<file path="src/rtl/fb_pkg.sv">
// Shared constants and types for the framebuffer scan reader.
package fb_pkg;

    localparam int unsigned WIDTH    = 160;
    localparam int unsigned HEIGHT   = 120;
    localparam int unsigned COLOUR_W = 3;
    localparam int unsigned ADDR_W   = 15;
    localparam int unsigned X_W      = 8;
    localparam int unsigned Y_W      = 7;

    localparam logic [X_W-1:0] X_LAST = X_W'(WIDTH - 1);
    localparam logic [Y_W-1:0] Y_LAST = Y_W'(HEIGHT - 1);

    typedef enum logic [1:0] {
        StIdle,
        StScan,
        StDrain
    } state_e;

    typedef struct packed {
        logic [COLOUR_W-1:0] colour;
        logic [X_W-1:0]      x;
        logic [Y_W-1:0]      y;
        logic                sof;
        logic                eol;
    } pix_tag_t;

    function automatic logic [ADDR_W-1:0] pix_addr(input logic [X_W-1:0] x,
                                                   input logic [Y_W-1:0] y);
        return ADDR_W'(y) * ADDR_W'(WIDTH) + ADDR_W'(x);
    endfunction

endpackage

</file>
<file path="src/rtl/fb_scan_reader_if.sv">
// Control, video RAM read port and pixel stream of the scan reader.
interface fb_scan_reader_if;
    import fb_pkg::*;

    logic                start;
    logic                busy;
    logic                done;
    logic                rd_en;
    logic [ADDR_W-1:0]   rd_addr;
    logic [COLOUR_W-1:0] rd_data;
    logic                pix_valid;
    logic                pix_ready;
    logic [COLOUR_W-1:0] pix_colour;
    logic [X_W-1:0]      pix_x;
    logic [Y_W-1:0]      pix_y;
    logic                pix_sof;
    logic                pix_eol;

    modport master (
        input  start, rd_data, pix_ready,
        output busy, done, rd_en, rd_addr,
        output pix_valid, pix_colour, pix_x, pix_y, pix_sof, pix_eol
    );

    modport slave (
        output start, rd_data, pix_ready,
        input  busy, done, rd_en, rd_addr,
        input  pix_valid, pix_colour, pix_x, pix_y, pix_sof, pix_eol
    );

endinterface

</file>
<file path="src/rtl/pix_skid_fifo.sv">
// Two-entry pixel FIFO between the RAM return path and the output stream.
module pix_skid_fifo
    import fb_pkg::*;
(
    input  logic       clk,
    input  logic       resetn,
    input  logic       i_push,
    input  pix_tag_t   i_tag,
    output logic       o_valid,
    input  logic       i_ready,
    output pix_tag_t   o_tag,
    output logic [1:0] o_count
);
    pix_tag_t   r_mem [2];
    logic       r_wr_ptr;
    logic       r_rd_ptr;
    logic [1:0] r_count;
    logic       w_push;
    logic       w_pop;

    assign o_valid = (r_count != 2'd0);
    assign o_tag   = r_mem[r_rd_ptr];
    assign o_count = r_count;
    assign w_pop   = o_valid && i_ready;
    assign w_push  = i_push && ((r_count != 2'd2) || w_pop);

    always_ff @(posedge clk or negedge resetn) begin
        if (!resetn) begin
            for (int i = 0; i < 2; i++) begin
                r_mem[i] <= '0;
            end
            r_wr_ptr <= 1'b0;
            r_rd_ptr <= 1'b0;
            r_count  <= 2'd0;
        end else begin
            if (w_push) begin
                r_mem[r_wr_ptr] <= i_tag;
                r_wr_ptr        <= ~r_wr_ptr;
            end
            if (w_pop) begin
                r_rd_ptr <= ~r_rd_ptr;
            end
            r_count <= r_count + 2'(w_push) - 2'(w_pop);
        end
    end

endmodule

</file>
<file path="src/rtl/fb_scan_reader.sv">
// Raster-order framebuffer read-out: issues video RAM reads, absorbs the one-cycle
// read latency and presents a coordinate-tagged valid/ready pixel stream.
module fb_scan_reader
    import fb_pkg::*;
(
    input  logic             clk,
    input  logic             resetn,
    fb_scan_reader_if.master bus
);
    state_e         r_state;
    state_e         w_state_next;
    logic [X_W-1:0] r_ix;
    logic [Y_W-1:0] r_iy;
    logic           r_inflight;
    logic [X_W-1:0] r_fl_x;
    logic [Y_W-1:0] r_fl_y;
    logic           r_done;
    logic           w_done_next;

    logic       w_fifo_valid;
    logic       w_pop;
    logic       w_issue;
    logic       w_last_issue;
    logic       w_last_pop;
    logic [1:0] w_count;
    logic [2:0] w_occ;
    pix_tag_t   w_push_tag;
    pix_tag_t   w_head;

    // Credit check: the FIFO must have room for every read already in the pipe.
    assign w_pop        = w_fifo_valid && bus.pix_ready;
    assign w_occ        = 3'(w_count) + 3'(r_inflight) - 3'(w_pop);
    assign w_issue      = (r_state == StScan) && (w_occ < 3'd2);
    assign w_last_issue = w_issue && (r_ix == X_LAST) && (r_iy == Y_LAST);
    assign w_last_pop   = w_pop && (w_head.x == X_LAST) && (w_head.y == Y_LAST);

    always_comb begin
        w_state_next = r_state;
        w_done_next  = 1'b0;
        unique case (r_state)
            StIdle:  if (bus.start) w_state_next = StScan;
            StScan:  if (w_last_issue) w_state_next = StDrain;
            StDrain: begin
                if (w_last_pop) begin
                    w_state_next = StIdle;
                    w_done_next  = 1'b1;
                end
            end
            default: w_state_next = StIdle;
        endcase
    end

    always_ff @(posedge clk or negedge resetn) begin
        if (!resetn) begin
            r_state <= StIdle;
            r_done  <= 1'b0;
        end else begin
            r_state <= w_state_next;
            r_done  <= w_done_next;
        end
    end

    always_ff @(posedge clk or negedge resetn) begin
        if (!resetn) begin
            r_ix <= '0;
            r_iy <= '0;
        end else if ((r_state == StIdle) && bus.start) begin
            r_ix <= '0;
            r_iy <= '0;
        end else if (w_issue) begin
            if (r_ix == X_LAST) begin
                r_ix <= '0;
                r_iy <= (r_iy == Y_LAST) ? '0 : r_iy + 1'b1;
            end else begin
                r_ix <= r_ix + 1'b1;
            end
        end
    end

    // Coordinates of the read whose data appears on rd_data this cycle.
    always_ff @(posedge clk or negedge resetn) begin
        if (!resetn) begin
            r_inflight <= 1'b0;
            r_fl_x     <= '0;
            r_fl_y     <= '0;
        end else begin
            r_inflight <= w_issue;
            if (w_issue) begin
                r_fl_x <= r_ix;
                r_fl_y <= r_iy;
            end
        end
    end

    always_comb begin
        w_push_tag.colour = bus.rd_data;
        w_push_tag.x      = r_fl_x;
        w_push_tag.y      = r_fl_y;
        w_push_tag.sof    = (r_fl_x == '0) && (r_fl_y == '0);
        w_push_tag.eol    = (r_fl_x == X_LAST);
    end

    pix_skid_fifo u_fifo (
        .clk     (clk),
        .resetn  (resetn),
        .i_push  (r_inflight),
        .i_tag   (w_push_tag),
        .o_valid (w_fifo_valid),
        .i_ready (bus.pix_ready),
        .o_tag   (w_head),
        .o_count (w_count)
    );

    assign bus.busy       = (r_state != StIdle);
    assign bus.done       = r_done;
    assign bus.rd_en      = w_issue;
    assign bus.rd_addr    = pix_addr(r_ix, r_iy);
    assign bus.pix_valid  = w_fifo_valid;
    assign bus.pix_colour = w_head.colour;
    assign bus.pix_x      = w_head.x;
    assign bus.pix_y      = w_head.y;
    assign bus.pix_sof    = w_head.sof;
    assign bus.pix_eol    = w_head.eol;

endmodule

</file>
<file path="src/flat_wrapper.sv">
// flat-port wrapper written by rule: the top's interface ports become plain ports
module fb_scan_reader_flat import fb_pkg::*;
  (clk, resetn, bus_start, bus_rd_data, bus_pix_ready, bus_busy, bus_done, bus_rd_en, bus_rd_addr, bus_pix_valid, bus_pix_colour, bus_pix_x, bus_pix_y, bus_pix_sof, bus_pix_eol);
  fb_scan_reader_if bus_i ();
  input  logic clk;
  input  logic resetn;
  input wire logic [$bits(bus_i.start)-1:0] bus_start;
  input wire logic [$bits(bus_i.rd_data)-1:0] bus_rd_data;
  input wire logic [$bits(bus_i.pix_ready)-1:0] bus_pix_ready;
  output wire logic [$bits(bus_i.busy)-1:0] bus_busy;
  output wire logic [$bits(bus_i.done)-1:0] bus_done;
  output wire logic [$bits(bus_i.rd_en)-1:0] bus_rd_en;
  output wire logic [$bits(bus_i.rd_addr)-1:0] bus_rd_addr;
  output wire logic [$bits(bus_i.pix_valid)-1:0] bus_pix_valid;
  output wire logic [$bits(bus_i.pix_colour)-1:0] bus_pix_colour;
  output wire logic [$bits(bus_i.pix_x)-1:0] bus_pix_x;
  output wire logic [$bits(bus_i.pix_y)-1:0] bus_pix_y;
  output wire logic [$bits(bus_i.pix_sof)-1:0] bus_pix_sof;
  output wire logic [$bits(bus_i.pix_eol)-1:0] bus_pix_eol;
  assign bus_i.start = bus_start;
  assign bus_i.rd_data = bus_rd_data;
  assign bus_i.pix_ready = bus_pix_ready;
  assign bus_busy = bus_i.busy;
  assign bus_done = bus_i.done;
  assign bus_rd_en = bus_i.rd_en;
  assign bus_rd_addr = bus_i.rd_addr;
  assign bus_pix_valid = bus_i.pix_valid;
  assign bus_pix_colour = bus_i.pix_colour;
  assign bus_pix_x = bus_i.pix_x;
  assign bus_pix_y = bus_i.pix_y;
  assign bus_pix_sof = bus_i.pix_sof;
  assign bus_pix_eol = bus_i.pix_eol;
  fb_scan_reader u_core (.clk(clk), .resetn(resetn), .bus(bus_i));
endmodule
</file>
<file path="config.mk">
export PLATFORM = sky130hd
export DESIGN_NAME = fb_scan_reader_flat
export DESIGN_NICKNAME = d
export VERILOG_FILES = /design/src/rtl/fb_pkg.sv /design/src/rtl/fb_scan_reader_if.sv /design/src/rtl/pix_skid_fifo.sv /design/src/rtl/fb_scan_reader.sv /design/src/flat_wrapper.sv
export SDC_FILE = /design/constraint.sdc
export NUM_CORES = 1
export LEC_CHECK = 0
export BUFFER_PORTS_ARGS = -buffer_cell sky130_fd_sc_hd__buf_2
export CELL_PAD_IN_SITES_DETAIL_PLACEMENT = 0
export CELL_PAD_IN_SITES_GLOBAL_PLACEMENT = 1
export CORE_UTILIZATION = 52
export CTS_BUF_LIST = sky130_fd_sc_hd__clkbuf_4
export DETAILED_ROUTE_END_ITERATION = 10
export HOLD_SLACK_MARGIN = 0.03
export PLACE_DENSITY = 0.92
export SLEW_MARGIN = 15
export SYNTH_ARGS = -nofsm -noshare
export SYNTH_HDL_FRONTEND = slang
export SYNTH_SLANG_ARGS = --single-unit
</file>
<file path="constraint.sdc">
create_clock -name clk -period 5.25 [get_ports clk]
set_input_delay 0.7875 -clock clk [delete_from_list [all_inputs] [get_ports clk]]
set_output_delay 0.7875 -clock clk [all_outputs]
set_load 0.01 [all_outputs]
</file>
==> results of run 1 <==
metal layers:
| layer | up-vias | track usage | share of wire | wire (µm) |
|---|---|---|---|---|
| met5 | - | 0 | 0 | 0 |
| met4 | 0 | 0.0874 | 0.017 | 140 |
| met3 | 13 | 0.0320 | 0.034 | 277 |
| met2 | 60 | 0.354 | 0.49 | 3990 |
| met1 | 1442 | 0.291 | 0.46 | 3690 |
| li1 | 1402 | - | - | - |
flip-flops by register name, indices dropped and copies added, names as in the netlist, 2 cells and up:
name and cells:
u_core.u_fifo.o_count 2, u_core.r_state 2, u_core.r_fl_y 7, u_core.r_iy 7
u_core.u_fifo.r_mem 40, u_core.r_fl_x 8, u_core.r_ix 8
worst max-delay path, cell delays in order, from the launching register on:
cell and delay, ns:
dfrtp_1 0.46, or2_2 0.34, nand2_1 0.11, nor2_1 0.09
fa_1 0.45, xor2_1 0.14, or3_1 0.69, inv_2 0.40
buf_2 0.20
power breakdown:
group / internal [mW] / total, mW / leakage, nW / switching (mW)
Clock: 0.201 / 0.400 / 0.0883 / 0.199
Sequential: 0.723 / 0.872 / 1.04 / 0.150
Combinational: 0.300 / 0.669 / 1.10 / 0.370
Total: 1.22 / 1.94 / 2.22 / 0.719
worst paths after layout:
check                                                    from                                   to  slack (ns)
hold reg to reg                 u_core.r_state[1]$_DFFE_PN0P_        u_core.r_state[0]$_DFFE_PN0P_        0.51
max in group asynchronous                              resetn  u_core.u_fifo.r_mem[25]$_DFFE_PN0P_        4.12
setup / recovery           u_core.u_fifo.o_count[1]$_DFF_PN0_                            bus_rd_en        1.15
setup reg to reg           u_core.u_fifo.o_count[1]$_DFF_PN0_           u_core.r_iy[3]$_DFFE_PN0P_        1.68
min in group clk                u_core.r_state[1]$_DFFE_PN0P_        u_core.r_state[0]$_DFFE_PN0P_        0.51
hold / removal                                         resetn   u_core.u_fifo.r_mem[9]$_DFFE_PN0P_        0.50
cell usage in the layout (no fill, tap or decap), types with 5 or more instances in the layout:
cell type  instances
a21oi_1            9
buf_2             44
nand2_1           60
nor3_1             8
inv_1              6
xnor2_1           13
o21ai_0           20
clkbuf_4          11
nor2_1            18
xor2_1             7
nor4_1             5
ha_1              16
mux2_2            56
nand4_1            6
nand3_1            8
dfrtp_1           78
logic make-up (layout without fill, tap and decap cells):
family                   Yosys count  after routing  synth area share
buffers and inverters             25             70            0.0284
adder cells (fa/ha/maj)           19             19            0.0641
AND/OR/NAND/NOR                  128            128             0.153
flip-flops                        78             78             0.481
AO/OA/AOI/OAI                     48             48            0.0706
multiplexers                      58             58             0.160
XOR/XNOR                          20             20            0.0432
cell type report:
class                           count  area share
Clock inverter                      5      0.0164
Tap cell                           99      0.0276
Inverter                            7     0.00585
Clock buffer                       11      0.0184
Timing Repair Buffer               47      0.0540
Multi-Input combinational cell    273       0.443
Sequential cell                    78       0.434
==> out/metrics.cfg, run 1 <==
[clock_tree]
cts_buffers=9
cts.path.max_buffers=2
clock_sinks=78
postCtsHoldBufs=0
clock_latency_ns=0.41
cts-htree-levels=3
post_cts_buffers=0
cts_tree=done
cts_resized=0
root_buffer=clkbuf_4
path_clk_slew_ns=0.12

[route]
via_per_inst=5.61
firstDrtPassIters=4
drc=0
drt_iter0_markers=147
ant_nets=0
vias=2917
totalWireLength_mm=8.09
wl_per_cell_um=15.6

[placement]
port_buffers=45
gp_congestion=0.764
dpl_cell_area_um2=4340
post-place-ws_ns=1.44
dpl.hpwl_mm=5.79
place_inst=504

[yosys]
ys_ff_latch=78
yosysWarnings=0
synthCells=376
synth_area_um2=4060
netlist_top_cells_area=dfrtp_1 (48%), mux2_2 (16%), nand2_1 (5.5%), ha_1 (4.9%), xnor2_1 (2.8%)
synth-seq-area-share=0.481
syn_avg_cell_area_um2=10.8
yosysTopAreaCellShare=0.481
synth_nets=402
synthDistinctLibCells=49
yosysMostFrequentCell=dfrtp_1
synthArstFlopShare=1.00
synth_edf_count=0
synth-main-ff-cell=dfrtp_1
yosys.area.top_type=dfrtp_1
synth_common_cells=dfrtp_1 (78), nand2_1 (60), mux2_2 (56)

[sta]
slew_viol_final=0
layout_setup_ws_ns=1.15
setup_viol=0
fin_crit_sh=0.780
finClkSkew_ns=0.0148
whs_ns=0.503
hold_violations=0
fin_tns_setup_ns=0
fin_crit_ns=4.10
grt_setup_unrepaired=false
tightestPinTransition_ns=1.03
max_slew_margin=0.310
fmax_mhz=244

[finish]
multi_input_area_um2=1990
final_util=0.606
fillers=637
fin_area_um2=4490
antenna_cells=0
final_layout_size_suffix_gt1_frac=0.295
regArea_um2=1950
nets=442
final_cells=520
area_growth_pct=10.7

[global_routing]
grt_usage=0.217
grt_pass1_vias=2945
antenna_found_initial=0
grt_max_degree=79
gr-total-overflow=0
grt_pass1_wl_mm=14.2

[power_and_ir_drop]
ir_drop_uv=217
p_per_area_nw_per_um2=432
static-leakage-power_nw=2.22
finalPower_mw=1.94

[die]
die_area_um2=8160
die_x_um=90.4
boundaryPins=46
start_util=0.548
num_rows=31
coreArea_um2=7410
die_y_um=90.4

[worst_setup_path]
endpoint_kind=output port
reg2regPathDepth=9
required_ns=4.46
start_kind=flop
cp.arrival_ns=3.31
critical_path_class=reg -> out
cp_max_fo=26

[job]
cap_viol_max_count=0

[run_status]
status=finished, final reports clean

[hold_path]
hold_class=in -> async

Note: power is estimated with default switching activity, not from simulation.
==> run 2: changes to the inputs <==
--- a/config.mk
+++ b/config.mk
@@ -5,14 +5,15 @@
 export SDC_FILE = /design/constraint.sdc
 export NUM_CORES = 1
 export LEC_CHECK = 0
+export ABC_AREA = 1
 export BUFFER_PORTS_ARGS = -buffer_cell sky130_fd_sc_hd__buf_2
 export CELL_PAD_IN_SITES_DETAIL_PLACEMENT = 0
 export CELL_PAD_IN_SITES_GLOBAL_PLACEMENT = 1
-export CORE_UTILIZATION = 52
+export CORE_UTILIZATION = 46
 export CTS_BUF_LIST = sky130_fd_sc_hd__clkbuf_4
 export DETAILED_ROUTE_END_ITERATION = 10
 export HOLD_SLACK_MARGIN = 0.03
-export PLACE_DENSITY = 0.92
+export PLACE_DENSITY = 0.87
 export SLEW_MARGIN = 15
 export SYNTH_ARGS = -nofsm -noshare
 export SYNTH_HDL_FRONTEND = slang
==> constraint.sdc (replaced) <==
create_clock -name clk -period 4.2 [get_ports clk]
set_input_delay 0.63 -clock clk [delete_from_list [all_inputs] [get_ports clk]]
set_output_delay 0.63 -clock clk [all_outputs]
set_load 0.01 [all_outputs]
==> out/metrics.cfg, run 2 <==
[sta]
finClkSkew_ns=0.0163  ; was 0.0148 ns
setup_viol=0  ; unchanged
fin_tns_setup_ns=0  ; unchanged
grt_setup_unrepaired=false  ; unchanged
fin_crit_ns=3.75
whs_ns=0.328  ; was 0.503 ns
fin_crit_sh=0.893
layout_setup_ws_ns=0.450  ; was 1.15 ns
tightestPinTransition_ns=0.994  ; was 1.03 ns
slew_viol_final=0  ; unchanged
max_slew_margin=0.337  ; was 0.310
hold_violations=0  ; unchanged
fmax_mhz=267

[yosys]
yosysWarnings=0  ; unchanged
synth-seq-area-share=0.430  ; was 0.481
netlist_top_cells_area=dfrtp_1 (43%), nand2_1 (15%), o21ai_2 (8.3%), inv_1 (6.8%), ha_1 (4.4%)  ; was dfrtp_1 (48%), mux2_2 (16%), nand2_1 (5.5%), ha_1 (4.9%), xnor2_1 (2.8%)
synthDistinctLibCells=29  ; was 49
synth_area_um2=4540  ; was 4060 µm²
synth_nets=588  ; was 402
synthArstFlopShare=1.00  ; unchanged
syn_avg_cell_area_um2=8.07  ; was 10.8 µm²
synth-main-ff-cell=dfrtp_1  ; unchanged
ys_ff_latch=78  ; unchanged
synthCells=562  ; was 376
synth_common_cells=nand2_1 (180), inv_1 (82), dfrtp_1 (78)  ; was dfrtp_1 (78), nand2_1 (60), mux2_2 (56)
yosysMostFrequentCell=nand2_1  ; was dfrtp_1
yosys.area.top_type=dfrtp_1  ; unchanged
yosysTopAreaCellShare=0.430  ; was 0.481
synth_edf_count=0  ; unchanged

[placement]
gp_congestion=0.803  ; was 0.764
dpl_cell_area_um2=4730  ; was 4340 µm²
dpl.hpwl_mm=6.10  ; was 5.79 mm
place_inst=714  ; was 504
post-place-ws_ns=0.789  ; was 1.44 ns
port_buffers=45  ; unchanged

[die]
num_rows=35  ; was 31
coreArea_um2=9420  ; was 7410 µm²
start_util=0.482  ; was 0.548
boundaryPins=46  ; unchanged
die_x_um=101  ; was 90.4 µm
die_y_um=101  ; was 90.4 µm
die_area_um2=10300  ; was 8160 µm²

[power_and_ir_drop]
static-leakage-power_nw=2.65  ; was 2.22 nW
p_per_area_nw_per_um2=631  ; was 432 nW/µm²
ir_drop_uv=312  ; was 217 µV
finalPower_mw=3.10  ; was 1.94 mW

[worst_setup_path]
required_ns=3.57  ; was 4.46 ns
cp.depth=13  ; was 8
critPathBufInv=5  ; was 2
cp_max_fo=29  ; was 26
critical_path_class=reg -> out  ; unchanged
endpoint_kind=output port  ; unchanged
start_kind=flop  ; unchanged
reg2regPathDepth=15  ; was 9
rrSetupSlack_ns=1.26  ; was 1.68 ns
cp_slowest_cell=fa_1  ; was or3_1
crit_family=buffers and inverters  ; was simple AND/OR/NAND/NOR gates
slowest_delay_ns=0.51  ; was 0.69 ns
crit_chain=o21ai_4 > nand3b_1 > nand2_2 > inv_2 > o21ai_0 > nand2_1 > fa_1 > inv_1 > nor2_1 > nand2_2 > buf_4 > inv_2 > buf_2  ; was or2_2 > nand2_1 > nor2_1 > fa_1 > xor2_1 > or3_1 > inv_2 > buf_2
cp.arrival_ns=3.12  ; was 3.31 ns

[global_routing]
grt_max_degree=79  ; unchanged
antenna_found_initial=0  ; unchanged
grt_pass1_wl_mm=15.5  ; was 14.2 mm
grt_pass1_vias=3283  ; was 2,945
grt_usage=0.194  ; was 0.217
gr-total-overflow=0  ; unchanged

[route]
drt_iter0_markers=207  ; was 147
wl_per_cell_um=12.1  ; was 15.6 µm
ant_nets=0  ; unchanged
via_per_inst=4.79  ; was 5.61
vias=3497  ; was 2,917
drc=0  ; unchanged
totalWireLength_mm=8.82  ; was 8.09 mm
firstDrtPassIters=5  ; was 4

[clock_tree]
cts_buffers=9  ; unchanged
postCtsHoldBufs=0  ; unchanged
clock_latency_ns=0.44  ; was 0.41 ns
cts.path.max_buffers=2  ; unchanged
root_buffer=clkbuf_4  ; unchanged
post_cts_buffers=0  ; unchanged
clock_sinks=78  ; unchanged
cts_tree=done  ; unchanged
cts_resized=0  ; unchanged
cts-htree-levels=3  ; unchanged
path_clk_slew_ns=0.14  ; was 0.12 ns

[finish]
layout_common_cells=nand2_1 (180), inv_1 (82), dfrtp_1 (78)  ; was dfrtp_1 (78), nand2_1 (60), mux2_2 (56)
largest_reg_flops=40  ; unchanged
final_common_cell=nand2_1  ; was dfrtp_1
nets=622  ; was 442
regArea_um2=1950  ; unchanged
final_layout_size_suffix_gt1_frac=0.200  ; was 0.295
fin_area_um2=4920  ; was 4490 µm²
final_cells=730  ; was 520
final_util=0.522  ; was 0.606
area_growth_pct=8.33  ; was 10.7%
reg.largest.list=u_core.u_fifo.r_mem (40), u_core.r_fl_x (8), u_core.r_ix (8)  ; unchanged
max_flop_register=u_core.u_fifo.r_mem  ; unchanged
antenna_cells=0  ; unchanged
fillers=921  ; was 637
multi_input_area_um2=2060  ; was 1990 µm²

[job]
cap_viol_max_count=0  ; unchanged

[run_status]
status=finished, final reports clean  ; unchanged

[hold_path]
hold_class=in -> async  ; unchanged

## run 2: routing by layer
| metal | up-vias | global-route usage | part of all wire |
|---|---|---|---|
| met2 | 69 | 0.313 | 0.46 |
| li1 | 1826 | - | - |
| met3 | 5 | 0.0504 | 0.041 |
| met1 | 1597 | 0.259 | 0.50 |
| met5 | - | 0 | 0 |
| met4 | 0 | 0.0535 | 0.0071 |
## run 2: cell type report
type | instances | share of cell area
multi-input cells | 376 | 0.418
flip-flops and latches | 78 | 0.397
inverters | 84 | 0.0641
repair buffers | 47 | 0.0494
well taps | 129 | 0.0328
clock inverters | 7 | 0.0244
clock buffers | 9 | 0.0137
## run 2: kinds of logic after synthesis
family                   after synthesis  share of synthesized area
AO/OA/AOI/OAI                         81                      0.128
XOR/XNOR                              14                     0.0270
flip-flops                            78                      0.430
buffers and inverters                108                      0.117
AND/OR/NAND/NOR                      262                      0.241
adder cells (fa/ha/maj)               19                     0.0573
## run 2: where the power goes
part	leakage, nW	internal (mW)	switching [mW]	total [mW]
sequential	1.03	0.960	0.163	1.12
clock	0.0965	0.303	0.272	0.575
combinational	1.51	0.491	0.915	1.41
## run 2: worst reg2reg max path, stage by stage, from the launching register on
cell and delay [ns]:
dfrtp_1 0.50, o21ai_4 0.28, nand3b_1 0.13, nand2_2 0.11, inv_2 0.07, o21ai_0 0.15
nand2_1 0.10, fa_1 0.46, inv_1 0.07, nor2_1 0.05, nand2_2 0.05, buf_4 0.27
nand2_4 0.14, nand2_2 0.24, inv_1 0.09, o21ai_0 0.16
## run 2: worst paths after layout
check	startpoint	end
min reg2reg	u_core.u_fifo.r_mem[37]$_DFFE_PN0P_	u_core.u_fifo.r_mem[37]$_DFFE_PN0P_
max reg2reg	u_core.u_fifo.o_count[1]$_DFF_PN0_	u_core.r_iy[1]$_DFFE_PN0P_
min	resetn	u_core.u_fifo.r_mem[21]$_DFFE_PN0P_
min in group clk	bus_rd_data[2]	u_core.u_fifo.r_mem[39]$_DFFE_PN0P_
max	u_core.u_fifo.o_count[1]$_DFF_PN0_	bus_rd_en
max in group asynchronous	resetn	u_core.u_fifo.r_mem[35]$_DFFE_PN0P_
